[src/rtl/svn_seg_scan.sv]
// -----------------------------------------------------------------------------
// svn_seg_scan
// Time-multiplexed driver for a 3-digit, common-select 7-segment display.
// Each digit gets one slot of SLOT cycles:
//   - BLANK_CYCLES cycles with every select off (anti-ghosting gap),
//   - then DWELL cycles showing that digit.
// A new 12-bit value plus decimal points arrives over valid/ready into a
// one-entry pending buffer. The buffer is copied to the displayed (active)
// value only at a frame boundary, so a frame never shows a mix of old and
// new digits.
//
// Ports
//   clk_i      : clock
//   rst_i      : asynchronous, active-high reset
//   value_i    : hex value, [3:0] = digit 0 (rightmost)
//   dp_i       : decimal point per digit, bit k = digit k
//   valid_i    : value_i/dp_i offered
//   ready_o    : transfer happens when valid_i & ready_o
//   display_o  : segments {dp,g,f,e,d,c,b,a}, level set by LED_POLARITY
//   seg_sel_o  : one-hot digit select, level set by SEL_POLARITY
// -----------------------------------------------------------------------------
module svn_seg_scan #(
  parameter int   CLK_IN_MHZ   = 125,
  parameter int   REFRESH_HZ   = 1000,
  parameter int   BLANK_CYCLES = 64,
  parameter logic LED_POLARITY = 1'b0,
  parameter logic SEL_POLARITY = 1'b0,
  parameter logic LZ_BLANK     = 1'b1
) (
  input  logic        clk_i,
  input  logic        rst_i,
  input  logic [11:0] value_i,
  input  logic [2:0]  dp_i,
  input  logic        valid_i,
  output logic        ready_o,
  output logic [7:0]  display_o,
  output logic [2:0]  seg_sel_o
);

  localparam int SLOT  = CLK_IN_MHZ * 1_000_000 / REFRESH_HZ;
  localparam int DWELL = SLOT - BLANK_CYCLES;
  localparam int CNT_W = (SLOT > 1) ? $clog2(SLOT) : 1;

  localparam logic [CNT_W-1:0] BLANK_LAST = CNT_W'(BLANK_CYCLES - 1);
  localparam logic [CNT_W-1:0] DWELL_LAST = CNT_W'(DWELL - 1);

  localparam logic [7:0] DISP_OFF = LED_POLARITY ? 8'h00 : 8'hFF;
  localparam logic [2:0] SEL_OFF  = SEL_POLARITY ? 3'b000 : 3'b111;

  localparam logic [0:0] ST_BLANK = 1'b0;
  localparam logic [0:0] ST_SHOW  = 1'b1;

  generate
    if (DWELL < 1 || BLANK_CYCLES < 1) begin : g_bad_timing
      $error("svn_seg_scan: need BLANK_CYCLES >= 1 and SLOT - BLANK_CYCLES >= 1");
    end
  endgenerate

  // Active-high gfedcba pattern for one hex nibble.
  function automatic logic [6:0] seg_decode(input logic [3:0] nib);
    case (nib)
      4'h0: return 7'h3F;
      4'h1: return 7'h06;
      4'h2: return 7'h5B;
      4'h3: return 7'h4F;
      4'h4: return 7'h66;
      4'h5: return 7'h6D;
      4'h6: return 7'h7D;
      4'h7: return 7'h07;
      4'h8: return 7'h7F;
      4'h9: return 7'h6F;
      4'hA: return 7'h77;
      4'hB: return 7'h7C;
      4'hC: return 7'h39;
      4'hD: return 7'h5E;
      4'hE: return 7'h79;
      default: return 7'h71;
    endcase
  endfunction

  logic [0:0]       state_q, state_d;
  logic [1:0]       idx_q, idx_d;
  logic [CNT_W-1:0] cnt_q, cnt_d;
  logic [11:0]      pend_val_q, pend_val_d;
  logic [2:0]       pend_dp_q, pend_dp_d;
  logic             pend_full_q, pend_full_d;
  logic [11:0]      act_val_q, act_val_d;
  logic [2:0]       act_dp_q, act_dp_d;
  logic [7:0]       display_q, display_d;
  logic [2:0]       sel_q, sel_d;

  logic             frame_start;
  logic             accept;

  // First BLANK cycle of digit 0. True in the very first cycle after reset.
  assign frame_start = (state_q == ST_BLANK) && (idx_q == 2'd0) && (cnt_q == '0);
  // The entry is freed at the boundary, so a new word may land in that cycle.
  assign ready_o     = !pend_full_q || frame_start;
  assign accept      = valid_i && ready_o;

  // Scan sequencer: BLANK -> SHOW -> BLANK, advancing the digit on SHOW exit.
  always_comb begin
    // NOTE: every combinational output gets a default first so no path
    // through the block leaves it unassigned (that would infer a latch).
    state_d = state_q;
    idx_d   = idx_q;
    cnt_d   = cnt_q + CNT_W'(1);
    if (state_q == ST_BLANK) begin
      if (cnt_q == BLANK_LAST) begin
        state_d = ST_SHOW;
        cnt_d   = '0;
      end
    end else begin
      if (cnt_q == DWELL_LAST) begin
        state_d = ST_BLANK;
        cnt_d   = '0;
        idx_d   = (idx_q == 2'd2) ? 2'd0 : idx_q + 2'd1;
      end
    end
  end

  // Pending/active buffers. At a boundary the old pending entry is promoted
  // before a same-cycle accept overwrites pending.
  always_comb begin
    pend_val_d  = pend_val_q;
    pend_dp_d   = pend_dp_q;
    pend_full_d = pend_full_q;
    act_val_d   = act_val_q;
    act_dp_d    = act_dp_q;
    if (frame_start) begin
      if (pend_full_q) begin
        act_val_d = pend_val_q;
        act_dp_d  = pend_dp_q;
      end
      pend_full_d = 1'b0;
    end
    if (accept) begin
      pend_val_d  = value_i;
      pend_dp_d   = dp_i;
      pend_full_d = 1'b1;
    end
  end

  // Pin values for the current state; registered below for clean outputs.
  logic [3:0] nib;
  logic       dp_bit;
  logic       lz_blank;
  logic [2:0] sel_oh;
  logic [7:0] seg_on;

  always_comb begin
    nib      = act_val_q[3:0];
    dp_bit   = act_dp_q[0];
    sel_oh   = 3'b001;
    lz_blank = 1'b0;
    case (idx_q)
      2'd1: begin
        nib      = act_val_q[7:4];
        dp_bit   = act_dp_q[1];
        sel_oh   = 3'b010;
        lz_blank = LZ_BLANK && (act_val_q[11:4] == 8'h00);
      end
      2'd2: begin
        nib      = act_val_q[11:8];
        dp_bit   = act_dp_q[2];
        sel_oh   = 3'b100;
        lz_blank = LZ_BLANK && (act_val_q[11:8] == 4'h0);
      end
      default: ;
    endcase
    // A blanked digit keeps its decimal point.
    seg_on = {dp_bit, lz_blank ? 7'h00 : seg_decode(nib)};
    if (state_q == ST_SHOW) begin
      display_d = LED_POLARITY ? seg_on : ~seg_on;
      sel_d     = SEL_POLARITY ? sel_oh : ~sel_oh;
    end else begin
      display_d = DISP_OFF;
      sel_d     = SEL_OFF;
    end
  end

  always_ff @(posedge clk_i or posedge rst_i) begin
    if (rst_i) begin
      state_q     <= ST_BLANK;
      idx_q       <= 2'd0;
      cnt_q       <= '0;
      pend_val_q  <= 12'h000;
      pend_dp_q   <= 3'b000;
      pend_full_q <= 1'b0;
      act_val_q   <= 12'h000;
      act_dp_q    <= 3'b000;
      display_q   <= DISP_OFF;
      sel_q       <= SEL_OFF;
    end else begin
      // NOTE: non-blocking assignments so every register samples the
      // pre-edge value of the others, independent of statement order.
      state_q     <= state_d;
      idx_q       <= idx_d;
      cnt_q       <= cnt_d;
      pend_val_q  <= pend_val_d;
      pend_dp_q   <= pend_dp_d;
      pend_full_q <= pend_full_d;
      act_val_q   <= act_val_d;
      act_dp_q    <= act_dp_d;
      display_q   <= display_d;
      sel_q       <= sel_d;
    end
  end

  assign display_o = display_q;
  assign seg_sel_o = sel_q;

endmodule
[config.mk]
export PLATFORM = sky130hd
export DESIGN_NAME = svn_seg_scan
export DESIGN_NICKNAME = d
export VERILOG_FILES = /design/src/rtl/svn_seg_scan.sv
export SDC_FILE = /design/constraint.sdc
export NUM_CORES = 1
export LEC_CHECK = 0
export CORE_MARGIN = 1.5
export CORE_UTILIZATION = 56
export CTS_CLUSTER_DIAMETER = 30
export CTS_CLUSTER_SIZE = 24
export DETAILED_ROUTE_END_ITERATION = 7
export HOLD_SLACK_MARGIN = 0.15
export MAX_ROUTING_LAYER = met4
export PLACE_DENSITY = 0.79
export SLEW_MARGIN = 20
export SYNTH_ARGS = -nofsm -noshare
export SYNTH_HDL_FRONTEND = slang
export SYNTH_SLANG_ARGS = --single-unit
[constraint.sdc]
create_clock -name clk_i -period 2.22 [get_ports clk_i]
set_input_delay 0.444 -clock clk_i [delete_from_list [all_inputs] [get_ports clk_i]]
set_output_delay 0.444 -clock clk_i [all_outputs]
set_load 0.02 [all_outputs]
==> impl_metrics.csv <==
group,metric,value,unit
synth,synth_compound_area_share,8.23,%
clocking,clk_latency,0.34,ns
floorplan,dieArea,0.00566,mm²
timing,hold_violations,0,
timing,timing.final.ws_setup,0.100,ns
placement,place_congestion,0.843,
synth,synthXorXnorAreaFrac,4.20,%
timing,post-route-min-period,2.12,ns
critical_path,start_kind,"flip-flop",
synth,yosysSeqAreaShare,53.6,%
global_routing,grtUsageMet2,34.0,%
hold_path,hold_class,"input port to asynchronous set/reset pin",
floorplan,coreArea,0.00507,mm²
synth,synth_cell_types,39,
layout,final_cell_mix,"dfrtp_1, buf_4, clkdlybuf4s50_1",
clocking,cts_tree,"yes",
global_routing,grt_max_degree,21,
global_routing,busiest_layer,"met2",
floorplan,io_pins,30,
detailed_routing,drt-vias-per-instance,5.22,
clocking,cts_root_buffer,"clkbuf_8",
placement,io_buffers,29,
layout,synthToLayoutAreaGrowth,28.1,%
critical_path,endpoint_kind,"output pin",
timing,fin_crit_sh,95.5,%
detailed_routing,final_antenna_net_count,0,
floorplan,initial_core_util,57.5,%
synth,synthCells,237,
global_routing,track_usage,22.6,%
synth,ys_ff_latch,62,
layout,n_antenna_cell,0,
placement,place_area,0.00352,mm²
critical_path,reg2reg_from,"idx_q[1]",
synth,syn-num-nets,267,
outcome,run_status,"finished clean",
timing,tightest_slew,0.517,ns
timing,finalClockSkew,0.00786,ns
critical_path,ff2ff_path_depth,10,
clocking,clk_pin_slew,0.07,ns
pwr,p_total,2.32,mW
synth,post_synth_and_or_nand_nor_area_fraction,12.2,%
global_routing,met3_usage,4.42,%
timing,setup_viol,0,
floorplan,rows,26,
detailed_routing,drt_iter0_drc,101,
global_routing,grt_pass1_vias,1945,
pwr,power.leakage,1.78,nW
pwr,vdd_drop_max,503,µV
detailed_routing,drt_wl_total,5410,µm
placement,dp_slack,-0.0910,ns
timing,drv_slew,0,
global_routing,use_met1,29.4,%
detailed_routing,routedWlPerCell,14.2,µm
synth,synth_fa_ha_area_share,5.14,%
layout,final_common_cell,"dfrtp_1",
floorplan,die_w,75.2,µm
synth,yosys_warnings,0,
layout,fillers,348,
timing,slew_headroom,65.4,%
placement,dp_hpwl,3900,µm
detailed_routing,drt_first_pass_iters,4,
layout,nets,336,
global_routing,gr-total-overflow,0,
critical_path,crit_arrival,1.68,ns
timing,fmax,472,MHz
synth,synthMuxAreaShare,14.3,%
layout,drive_gt1_share,32.2,%
synth,synth-edff-count,0,
synth,ys_async_sr_fraction,100,%
critical_path,reg2reg_slack,0.13,ns
clocking,cts_buffers,9,
critical_path,timing.rr.end,"display_o[0]",
run,cap_viol_max_count,0,
detailed_routing,drc,0,
global_routing,grt_first_pass_wirelength,8910,µm
critical_path,critPathCapture,"ready_o",
critical_path,worstSetupPathType,"flip-flop to output pin",
clocking,htree_num_levels,3,
detailed_routing,vias,1988,
layout,fin_area,0.00374,mm²
pwr,powerDensity,620,mW/mm²
clocking,cts_max_path_buffers,2,
critical_path,crit_required,1.78,ns
synth,synth.avg_cell_area,12.3,µm²
synth,synth_top_family_by_area,"multiplexers",
synth,synth_ff_type,"dfrtp_1",
floorplan,die_y,75.2,µm
critical_path,startpoint,"cnt_q[12]",
critical_path,critPathMaxFanout,3,
clocking,clock_sinks,62,
synth,netlist_area,0.00292,mm²
timing,timing.setup.tns,0,ns
global_routing,antenna_found_initial,0,
## per-stage QoR
stage	hold WS, ns	cells	utilization (%)
floorplan	0.403	237	-
finish	0.401	381	73.7
global placement	0.446	363	69.3
CTS	0.394	379	73.3
detailed placement	0.449	363	69.3
global route	0.427	381	73.7
## how the worst min path moves through the flow
| stage | to | slack [ns] |
|---|---|---|
| final | act_val_q[1] | 0.40 |
| after global routing | act_val_q[1] | 0.43 |
| after CTS | act_val_q[3] | 0.39 |
| after detailed placement | display_o[7] | 0.45 |
| after global placement | display_o[7] | 0.45 |
| after floorplan | display_o[7] | 0.40 |
## what timing repair did
action | 4_1_cts | 5_1_grt
buffers inserted | 0 | 2
hold buffers | 0 | 0
hold endpoints to repair | 0 | 0
gates resized for setup | 4 | 2
pin swaps | 1 | 1
endpoints found under the setup margin | 1 | 3
## power breakdown
part | total [mW] | internal (mW) | switching [mW]
logic | 0.102 | 0.0665 | 0.0352
clock network | 1.04 | 0.627 | 0.413
registers | 1.18 | 1.16 | 0.0178
## worst max-delay path, cell delays in order (launching register included)
cell	delay [ns]
dfrtp_1	0.40
nor4_4	0.31
nand3_2	0.15
o31ai_4	0.27
buf_4	0.20
## layout make-up
cell class	instances	area (µm²)	area share, %
Clock buffer	11	131	3.51
Clock inverter	5	75.1	2.01
Inverter	9	33.8	0.903
Multi-Input combinational cell	161	1290	34.6
Sequential cell	62	1570	41.8
Tap cell	70	87.6	2.34
Timing Repair Buffer	63	556	14.8
## layer usage
metal / routed length (µm) / vias to the layer above
met4: 97 / 0
met1: 2450 / 956
met5: 0 / -
met3: 158 / 9
met2: 2710 / 40
li1: - / 983
## synth_stat cells (7+ instances only)
cell type  count  area (µm²)
nand2_1       18        67.6
a21oi_1        7        35.0
nor2_1        18        67.6
nand3_1        9        45.0
inv_1          9        33.8
dfrtp_1       51        1280
dfstp_2       11         289
ha_1          12         150
xor2_1         7        61.3
mux2_4        10         150
xnor2_1        7        61.3
mux2_2        22         248
## sequential cells by signal, summed over array words and instances (netlist names)
name / count
act_dp_q: 3
idx_q: 2
pend_dp_q: 3
act_val_q: 12
cnt_q: 17
display_o: 8
pend_full_q: 1
state_q: 1
seg_sel_o: 3
pend_val_q: 12
## logic make-up (layout without fill, tap and decap cells)
group | after synthesis | in the layout
flip-flops | 62 | 62
XOR/XNOR | 14 | 14
multiplexers | 34 | 34
AND/OR/NAND/NOR | 69 | 69
buffers and inverters | 14 | 88
adder cells (fa/ha/maj) | 12 | 12
AO/OA/AOI/OAI | 32 | 32
(Power assumes the default switching activity.)
